### src/rtl/mux_n_to_1_reg.sv
// Registered N-to-1 channel multiplexer with direct-select and auto-scan modes.
// One-entry output buffer with a valid/ready handshake toward downstream.
module mux_n_to_1_reg #(
  parameter int N = 8,
  parameter int W = 1,
  localparam int SW = $clog2(N)
) (
  input  logic            clk,
  input  logic            rst,
  input  logic [N*W-1:0]  I,
  input  logic [SW-1:0]   S,
  input  logic            mode,
  input  logic            en,
  input  logic            ready,
  output logic [W-1:0]    Y,
  output logic [SW-1:0]   ch,
  output logic            valid
);

  localparam logic [0:0] ST_EMPTY = 1'b0;
  localparam logic [0:0] ST_FULL  = 1'b1;

  logic [0:0]    r_state;
  logic [0:0]    w_state_nxt;
  logic [W-1:0]  r_y;
  logic [SW-1:0] r_ch;
  logic [SW-1:0] r_cnt;
  logic          w_valid;
  logic          w_cap;
  logic [SW-1:0] w_sel;
  logic [W-1:0]  w_chan [N];

  // Unpack the flat channel bus into one entry per channel.
  for (genvar k = 0; k < N; k++) begin : g_chan
    assign w_chan[k] = I[k*W +: W];
  end

  assign w_valid = (r_state == ST_FULL);
  assign w_cap   = en & (~w_valid | ready);
  assign w_sel   = mode ? r_cnt : S;

  // Next-state logic for the one-entry buffer.
  always_comb begin
    w_state_nxt = r_state;
    unique case (r_state)
      ST_EMPTY: if (en) w_state_nxt = ST_FULL;
      ST_FULL:  if (ready & ~en) w_state_nxt = ST_EMPTY;
      default:  w_state_nxt = ST_EMPTY;
    endcase
  end

  // State, sample and scan counter; N is a power of 2 so cnt wraps naturally.
  always_ff @(posedge clk) begin
    if (rst) begin
      r_state <= ST_EMPTY;
      r_y     <= '0;
      r_ch    <= '0;
      r_cnt   <= '0;
    end else begin
      r_state <= w_state_nxt;
      if (w_cap) begin
        r_y  <= w_chan[w_sel];
        r_ch <= w_sel;
        if (mode) r_cnt <= r_cnt + SW'(1);
      end
    end
  end

  assign Y     = r_y;
  assign ch    = r_ch;
  assign valid = w_valid;

endmodule

### config.mk
export PLATFORM = sky130hd
export DESIGN_NAME = mux_n_to_1_reg
export DESIGN_NICKNAME = d
export VERILOG_FILES = /design/src/rtl/mux_n_to_1_reg.sv
export SDC_FILE = /design/constraint.sdc
export NUM_CORES = 1
export LEC_CHECK = 0
export BUFFER_PORTS_ARGS = -buffer_cell sky130_fd_sc_hd__buf_2
export CAP_MARGIN = 20
export CORE_AREA = 5 5 42 44
export CTS_CLUSTER_SIZE = 20
export DETAILED_ROUTE_END_ITERATION = 6
export DIE_AREA = 0 0 47 49
export GPL_TIMING_DRIVEN = 0
export PLACE_DENSITY = 0.55
export SKIP_LAST_GASP = 1
export SYNTH_ARGS = -nofsm -noshare
export SYNTH_HDL_FRONTEND = slang
export SYNTH_SLANG_ARGS = --single-unit
### constraint.sdc
create_clock -name clk -period 1.9 [get_ports clk]
set_input_delay 0 -clock clk [delete_from_list [all_inputs] [get_ports clk]]
set_output_delay 0 -clock clk [all_outputs]
set_load 0.02 [all_outputs]
### Word level (Yosys, flattened, before mapping)

Cells that the tools add are included.

| operators by class | value |
|---|---|
| reduce and logical (&&, ||, !) cells | 1 |
| add/sub/neg operators | 1 |
| $lt $le $gt $ge | 1 |
| bitwise operators | 6 |
| muxes and demuxes | 7 |

Operators by type and width:

| operator | count |
|---|---|
| >= comparator 4 bit, second input constant | 1 |
| two-way mux 1 bit | 4 |
| inverter 3 -> 4 bit | 1 |
| adder 3 x 1 -> 3 bit, second input constant | 1 |
| binary-select mux 1 bit (select 3 bit) | 1 |
| two-way mux 3 bit | 1 |
| bitwise AND 1 bit | 2 |
| inverter 1 bit | 2 |
| one-hot mux 1 bit (2 select lines) | 1 |
| AND reduction 2 bit | 1 |
| OR 1 bit | 1 |

| storage, ports and cells | value |
|---|---|
| output and inout bits | 5 |
| word-level logic and storage cells | 20 |
| flip-flop bits (word level) | 8 |

### Longest topological paths before layout

Gate-level depths: netlist of run 1.

| depth | value |
|---|---|
| word-level depth | 5 |
| mapped depth | 5 |

### Least setup slack after synthesis of run 1

OpenSTA, ideal clock, no wires.

| path | value |
|---|---|
| path kind | register -> register |
| start | reg r_cnt[0] |
| end | reg r_y (netlist: Y) |
| slack | 525 ps |
| arrival time | 1239 ps |
| buffers on the path | 0 |
| data required time | 1765 ps |
| stages on the path, launching flop included | 5 |
| path through | dfxtp_1 -> mux2_4 -> mux4_1 -> mux2i_1 -> a211oi_1 |

| between the ends | value |
|---|---|
| word-level cells in the longest chain between the ends | 5 |

RTL lines:

| element | line | RTL |
|---|---|---|
| start, declared | 27 | `logic [SW-1:0] r_cnt;` |
| start signal, assigned | 64 | `if (mode) r_cnt <= r_cnt + SW'(1);` |
| two-way mux 3 bit | 40 | `assign w_sel = mode ? r_cnt : S;` |
| inverter 3 -> 4 bit (implied by the code) | 62 | `r_y <= w_chan[w_sel];` |
| binary-select mux 1 bit (select 3 bit) | 62 |  |
| two-way mux 1 bit (implied by the code) (2 in series) | 62 |  |
| end signal, assigned | 62 |  |
| end, declared | 25 | `logic [W-1:0] r_y;` |

No other way between the ends. The select of a mux whose other input is x is not followed.
A chain may end at the register's enable or synchronous reset.

### Worst setup path after layout of run 1

Ends and elaborated chain as after synthesis.

==> summary.md, run 1 <==
| Metric | Value |
|---|---|
| Clock insertion delay at the later pin of the skew report | 0.25 ns |
| Max Buffers Root-to-Sink | 2 |
| Total of warnings raised by yosys | 0 |
| Die footprint | between 2000 and 2500 um2 |
| Worst endpoint required time | around 2.0 ns |
| Top area cells in the synthesized netlist | dfxtp_1 39%, mux4_1 13%, mux2i_1 9.7% |
| Min Tclk post-route | 1.455 ns |
| Total negative slack | 0 ns |
| Share of layout cells above drive strength 1 | 0.3934 |
| P_leak | 0.2720 nW |
| Total of buffers placed on input and output ports | 18 |
| Unique cell type count in the Yosys netlist | 18 |
| Switching component of the power | 0.1002 mW |
| Total Wirelength | around 840 um |
| Number of antenna repair diodes | 0 |
| Sequential share of power | 0.467 |
| Net count of the finished layout | 80 |
| Overall track demand over capacity in global routing | 0.09618 |
| Number of design rule violations left after detail routing | 0 |
| Startpoint types | flip-flop |
| Critical Path Source | r_cnt[0] |
| Routed WL per cell | 10.90 um |
| Synth Net Count | 56 |
| Final-report hold violation count | 0 |
| Root Buffer Master | clkbuf_4 |
| Setup Skew | 0.0001822 ns |
| Layout area overhead | 34.65% |
| Summed instance area of the synthesized netlist | 411.6 um2 |
| Via count of the first global-routing pass | ~360 |
| Detailed Route Iter0 Violations | 4 |
| HP Start | mode |
| Transition at the pin with the smallest max-transition slack | about 0.34 ns |
| Post-Synthesis Mean Instance Area | 10.56 um2 |
| Total Power | 0.3930 mW |
| Htree depth | 1 |
| Sequential area share after synthesis | 0.3891 |
| Ports placed on the boundary | 21 |
| Cell count after synthesis | 39 |
| Share of power burned in combinational logic | 0.203 |
| Data arrival time of the critical path | 1.58 ns |
| Detailed placer's ending HPWL | roughly 680 um |
| Initial standard-cell utilization of the core | 0.2938 |
| Synth Register Bits | 8 |
| Portion of the clock cycle consumed by the worst path in the final layout | 0.7660 |
| Largest net degree at the start of global routing | 9 |
| Clk pwr share | 0.330 |
| Sum of overflow across all layers after global routing | 0 |
| Internal power contribution | between 0.2 and 0.3 mW |
| Pwr dens | between 700 and 800 nW/um2 |
| Maximum vdd drop | 328.1 uV |
| Max_slew headroom | 0.7715 |
| Post_cts resized | 0 |
| Critical path capture point type | flip-flop |
| Core Footprint | 1401 um2 |
| Max-Cap Viols | 0 |
| Num Clock Sinks | 8 |
| Slew Viols, Final | 0 |
| Vias per cell | between 4 and 5 |
| Via Count | 344 |
| Antenna Nets Post-Route | 0 |
| Type of the setup path with the least slack | reg -> reg |
| Die Span X | 47 um |
| Wire length of the first global-routing pass | 1.524 mm |
| CTS tree | built |
| Number of hold buffers added after CTS | 1 |
| Number of antenna violations at the first check in global routing | 0 |
| Die span in y | roughly 49 um |
| Startpoint of the most critical register-to-register path | r_cnt[0] |
| Number of buffers added by the clock tree synthesis step | 3 |
| Post-synth top area cell | dfxtp_1 |
| Maximum frequency from static timing analysis | 0.6871 GHz |
| Gp weighted congestion | 0.7065 |
| Setup repair after global routing missed its margin | false |
| Total number of placement rows | 14 |
| Switching power share of the total | 0.2549 |
| Setup-violating endpoint count in the final report | 0 |
| Setup repair bufs after CTS | 0 |
| Run status | complete, no violations |
| Number of optimization iterations in the first detailed-route pass | 3 |
| Hold/Removal Path Class | in -> reg |
| Top cell type's share of synthesized area | 0.3891 |
| Clock-pin slew on the worst setup and hold paths | roughly 0.05 ns |
| Filler cell count | between 150 and 200 |
| Maximum fanout count along the critical path | 3 |
## flip-flops by register name, summed over array words and instances (netlist names)
register,count
r_cnt,3
valid,1
ch,3
Y,1
## Yosys cell counts
master,instances
inv_1,1
nand2_1,1
clkbuf_1,2
nor2_1,6
a211oi_1,2
a21oi_1,2
dfxtp_1,8
and2_1,1
mux4_1,2
ha_1,1
mux2_2,1
xor2_1,2
mux2i_1,4
nand3_1,2
mux2_4,1
nand4_1,1
buf_6,1
nand2b_1,1
## layout by cell type, fill, tap and decap left out, drive strengths merged
| cell type | n |
|---|---|
| buf | 19 |
| dfxtp | 8 |
| nor2 | 6 |
| clkbuf | 5 |
| mux2i | 4 |
| mux4 | 2 |
| a211oi | 2 |
| xor2 | 2 |
| nand3 | 2 |
| a21oi | 2 |
| mux2 | 2 |
| nand2b | 1 |
| and2 | 1 |
| nand4 | 1 |
| nand2 | 1 |
| inv | 1 |
| ha | 1 |
| dlygate4sd3 | 1 |
## power groups by stage
| stage | clock network, mW | logic, mW | registers [mW] |
|---|---|---|---|
| global placement | 0 | 0.0788 | 0.187 |
| global route | 0.145 | 0.0889 | 0.185 |
| detailed placement | 0 | 0.0789 | 0.187 |
| finish | 0.130 | 0.0798 | 0.183 |
| CTS | 0.141 | 0.0808 | 0.184 |
| floorplan | 0 | 0.0441 | 0.195 |
## kinds of logic after synthesis
| group | share of synthesized area |
|---|---|
| and+or+nand+nor | 0.1338 |
| xor gates and xnor gates | 0.04256 |
| muxes | 0.2887 |
| AOI/OAI and AO/OA | 0.06078 |
| buffers and inverters | 0.05471 |
| DFF | 0.3890 |
| adders and majority gates | 0.03039 |
## layer usage
| layer | share of wire | global-route usage |
|---|---|---|
| met4 | 0 | 0.06912 |
| met3 | 0.094 | 0.04797 |
| met1 | 0.44 | 0.1247 |
| met2 | 0.46 | 0.1176 |
| met5 | 0 | 0 |
## worst max-delay path: stages (launching register included)
cell and delay (ns):
dfxtp_1 0.38, mux2_4 0.19, mux4_1 0.53, mux2i_1 0.14, a211oi_1 0.08
## path summary, 6_finish.rpt
| kind | end | slack, ns | cells after the start |
|---|---|---|---|
| setup / recovery | Y | 0.44 | 4 |
| hold / removal | r_cnt[1] | 0.04 | 3 |
| hold reg to reg | r_cnt[1] | 0.48 | 2 |
| setup reg to reg | Y | 0.44 | 4 |
## final cells by class
cell class / instances / area [um2] / area share
multi-input combinational: 27 / 229.0 / 0.4131
clock buffer: 3 / 22.52 / 0.04063
sequential: 8 / 160.2 / 0.2889
timing repair buffer: 19 / 100.1 / 0.1806
inverter: 1 / 3.754 / 0.006772
buffer: 3 / 18.77 / 0.03386
tap: 16 / 20.02 / 0.03612
## stage by stage
step / cells / setup WS (ns) / util / instance area [um2] / hold WS, ns
4_1_cts: 77 / 0.4293 / 0.3955 / 554.3 / 0.02879
5_1_grt: 77 / 0.3792 / 0.3955 / 554.3 / 0.04326
6_report: 77 / 0.4446 / 0.3955 / 554.3 / 0.04154
3_5_place_dp: 73 / 0.4383 / 0.3723 / 521.8 / 0.2689
2_1_floorplan: 39 / 0.5253 / - / 411.6 / 0.1295
3_3_place_gp: 73 / 0.4393 / 0.3723 / 521.8 / 0.2636
Power figures use the tool's default switching activity.
==> inputs of run 2 (changes only) <==
PLACE_DENSITY = 0.57   (was 0.55)
clock period = 1.25 ns   (was 1.9 ns; I/O delays follow)
==> run 2 against run 1 <==
Net effect:
- the run now ends with negative setup slack left
- combinational power grew 58%
- worst hold slack lost 0.033 ns
- power grew 53%
- routed wire length grew 5.0%
- die area is the same
- sequential cell count did not move
- non-clock buffer count decreased by 1
- fmax up 6.0%
- critical path type unchanged
- largest cell class unchanged
- highest routed layer is now met4
==> summary.md, run 2 (synthesized netlist as in run 1, its figures left out) <==
| Metric | Value |
|---|---|
| Run status | finished, violations left (was complete, no violations) |
| Violations in the final reports | negative setup slack |
| Worst endpoint required time | 1.38 ns (was 2.02 ns) |
| Clock insertion delay at the later pin of the skew report | 0.25 ns (about the same) |
| Setup Skew | 0.003277 ns (was 0.0001822 ns) |
| Number of hold buffers added after CTS | 0 (was 1) |
| Number of buffers added by the clock tree synthesis step | 3 (unchanged) |
| Layout area overhead | 31.61% (was 34.65%) |
| Slew Viols, Final | 0 (unchanged) |
| Num Clock Sinks | 8 (unchanged) |
| Gp weighted congestion | 0.6391 (was 0.7065) |
| Root Buffer Master | clkbuf_4 (unchanged) |
| Most common cell after layout, fill and taps aside | buf_2 (unchanged) |
| Type of the setup path with the least slack | reg -> reg (unchanged) |
| Vias per cell | 4.553 (was 4.468) |
| Reg-to-Reg End | Y (unchanged) |
| Total negative slack | -0.1231 ns (was 0 ns) |
| Initial standard-cell utilization of the core | 0.2938 (unchanged) |
| Die footprint | 2303 um2 (unchanged) |
| Clock-pin slew on the worst setup and hold paths | 0.06 ns (was 0.05 ns) |
| Maximum fanout count along the critical path | 3 (unchanged) |
| Transition at the pin with the smallest max-transition slack | 0.3394 ns (was 0.3427 ns) |
| Die span in y | 49 um (unchanged) |
| Number of antenna violations at the first check in global routing | 0 (unchanged) |
| Htree depth | 1 (unchanged) |
| Maximum vdd drop | 361.2 uV (was 328.1 uV) |
| Cell Area, Placed | 515.5 um2 (was 521.8 um2) |
| Final Worst Setup Slack | -0.1231 ns (was 0.4446 ns) |
| Routed WL per cell | 11.59 um (was 10.90 um) |
| CTS tree | built (unchanged) |
| Crit-path max cell delay | 0.43 ns (was 0.53 ns) |
| Setup-violating endpoint count in the final report | 1 (was 0) |
| Setup repair after global routing missed its margin | true (was false) |
| Final-report hold violation count | 0 (unchanged) |
| Core Footprint | 1401 um2 (unchanged) |
| Worst reg2reg setup slack | -0.12 ns (was 0.44 ns) |
| Total Wirelength | 881 um (was 839 um) |
| Via Count | 346 (was 344) |
| P_leak | 0.2648 nW (was 0.2720 nW) |
| Data arrival time of the critical path | 1.50 ns (was 1.58 ns) |
| Pwr dens | 1112 nW/um2 (was 709.1 nW/um2) |
| Total of buffers placed on input and output ports | 18 (unchanged) |
| Cell type of the slowest stage on the worst timing path | mux4_2 (was mux4_1) |
| Number of design rule violations left after detail routing | 0 (unchanged) |
| Worst path cell trace | mux2_4 -> mux4_2 -> mux2i_1 -> a211oi_1 (was mux2_4 -> mux4_1 -> mux2i_1 -> a211oi_1) |
| Antenna Nets Post-Route | 0 (unchanged) |
| Filler cell count | 157 (unchanged) |
| Via count of the first global-routing pass | 329 (was 361) |
| Maximum frequency from static timing analysis | 0.7283 GHz (was 0.6871 GHz) |
| Wire length of the first global-routing pass | 1.386 mm (was 1.524 mm) |
| Hold/Removal Path Class | in -> reg (unchanged) |
| Cell count of the worst reg-to-reg path | 4 (unchanged) |
| Die Span X | 47 um (unchanged) |
| HP Start | en (was mode) |
| Ports placed on the boundary | 21 (unchanged) |
| Endpoint, Worst Hold | valid (was r_cnt[1]) |
| Cell depth of the worst min-delay path | 3 (unchanged) |
| Startpoint of the most critical register-to-register path | r_cnt[0] (unchanged) |
| Max Buffers Root-to-Sink | 2 (unchanged) |
| Net count of the finished layout | 79 (was 80) |
| Number of optimization iterations in the first detailed-route pass | 4 (was 3) |
| Commonest non-fill, non-tap cells in the layout | 18 x buf_2, 7 x dfxtp_1, 6 x nor2_1 (was 18 x buf_2, 8 x dfxtp_1, 6 x nor2_1) |
| Share of layout cells above drive strength 1 | 0.4667 (was 0.3934) |
| Overall track demand over capacity in global routing | 0.08846 (was 0.09618) |
| Critical path capture point type | flip-flop (unchanged) |
| Detailed Route Iter0 Violations | 1 (was 4) |
| Setup slack after placement | -0.1462 ns (was 0.4383 ns) |
| Max-Cap Viols | 0 (unchanged) |
| Number of antenna repair diodes | 0 (unchanged) |
| Largest net degree at the start of global routing | 9 (unchanged) |
| Total number of placement rows | 14 (unchanged) |
| Post_cts resized | 0 (unchanged) |
| Max_slew headroom | 0.7737 (was 0.7715) |
| Portion of the clock cycle consumed by the worst path in the final layout | 1.098 (was 0.7660) |
| Startpoint types | flip-flop (unchanged) |
| Final design area excluding fillers | 541.8 um2 (was 554.3 um2) |
| Detailed placer's ending HPWL | 697.6 um (was 678.9 um) |
| Sum of overflow across all layers after global routing | 0 (unchanged) |
| Min Tclk post-route | 1.373 ns (was 1.455 ns) |
| Critical Path Source | r_cnt[0] (unchanged) |
==> run 2: repair_timing <==
action / 4_1_cts / 5_1_grt
endpoints found under the setup margin: 3 / 1
setup buffers: 1 / 0
hold endpoints to repair: 0 / 0
==> run 2: critical path, delay by kind of cell (launching register included) <==
family	cells	cell delay [ns]
muxes	3	0.85
DFF	1	0.32
AOI/OAI and AO/OA	1	0.08
==> run 2: final cells by class <==
cell class	instances	area [um2]	area share
buffer	2	15.01	0.02771
clock buffer	3	22.52	0.04157
inverter	1	3.754	0.006928
multi-input combinational	27	221.5	0.4088
sequential	8	161.4	0.2979
tap	16	20.02	0.03695
timing repair buffer	19	97.59	0.1801
==> run 2: worst max path at each step <==
stage / endpoint / cells after the start
floorplan: Y / 4
global placement: Y / 4
detailed placement: Y / 4
CTS: Y / 4
global route: Y / 4
finish: Y / 4
==> run 2: per-layer routing <==
layer	routed length (um)	global-route usage	part of all wire	vias to the layer above
met5	0	0	0	-
met4	10	0.06912	0.011	0
met2	430	0.1176	0.49	10
li1	-	-	-	180
met3	57	0.03690	0.065	2
met1	383	0.1071	0.43	154
==> run 2: power by group <==
group	internal, mW	total (mW)	switching (mW)	leakage, nW
clock	0.110	0.198	0.0884	0.0138
sequential	0.271	0.278	0.00702	0.0660
combinational	0.0668	0.126	0.0597	0.185
total	0.447	0.603	0.155	0.265
==> run 2: metrics by stage <==
stage	utilization	power (mW)	instances	hold slack, ns
6_report	0.3866	0.6025	76	0.008975
5_1_grt	0.3866	0.6399	76	0.02742
4_1_cts	0.3866	0.6198	76	0.0008788
3_5_place_dp	0.3679	0.4089	73	0.2737
3_3_place_gp	0.3679	0.4071	73	0.2675
2_1_floorplan	-	0.3672	39	0.1295
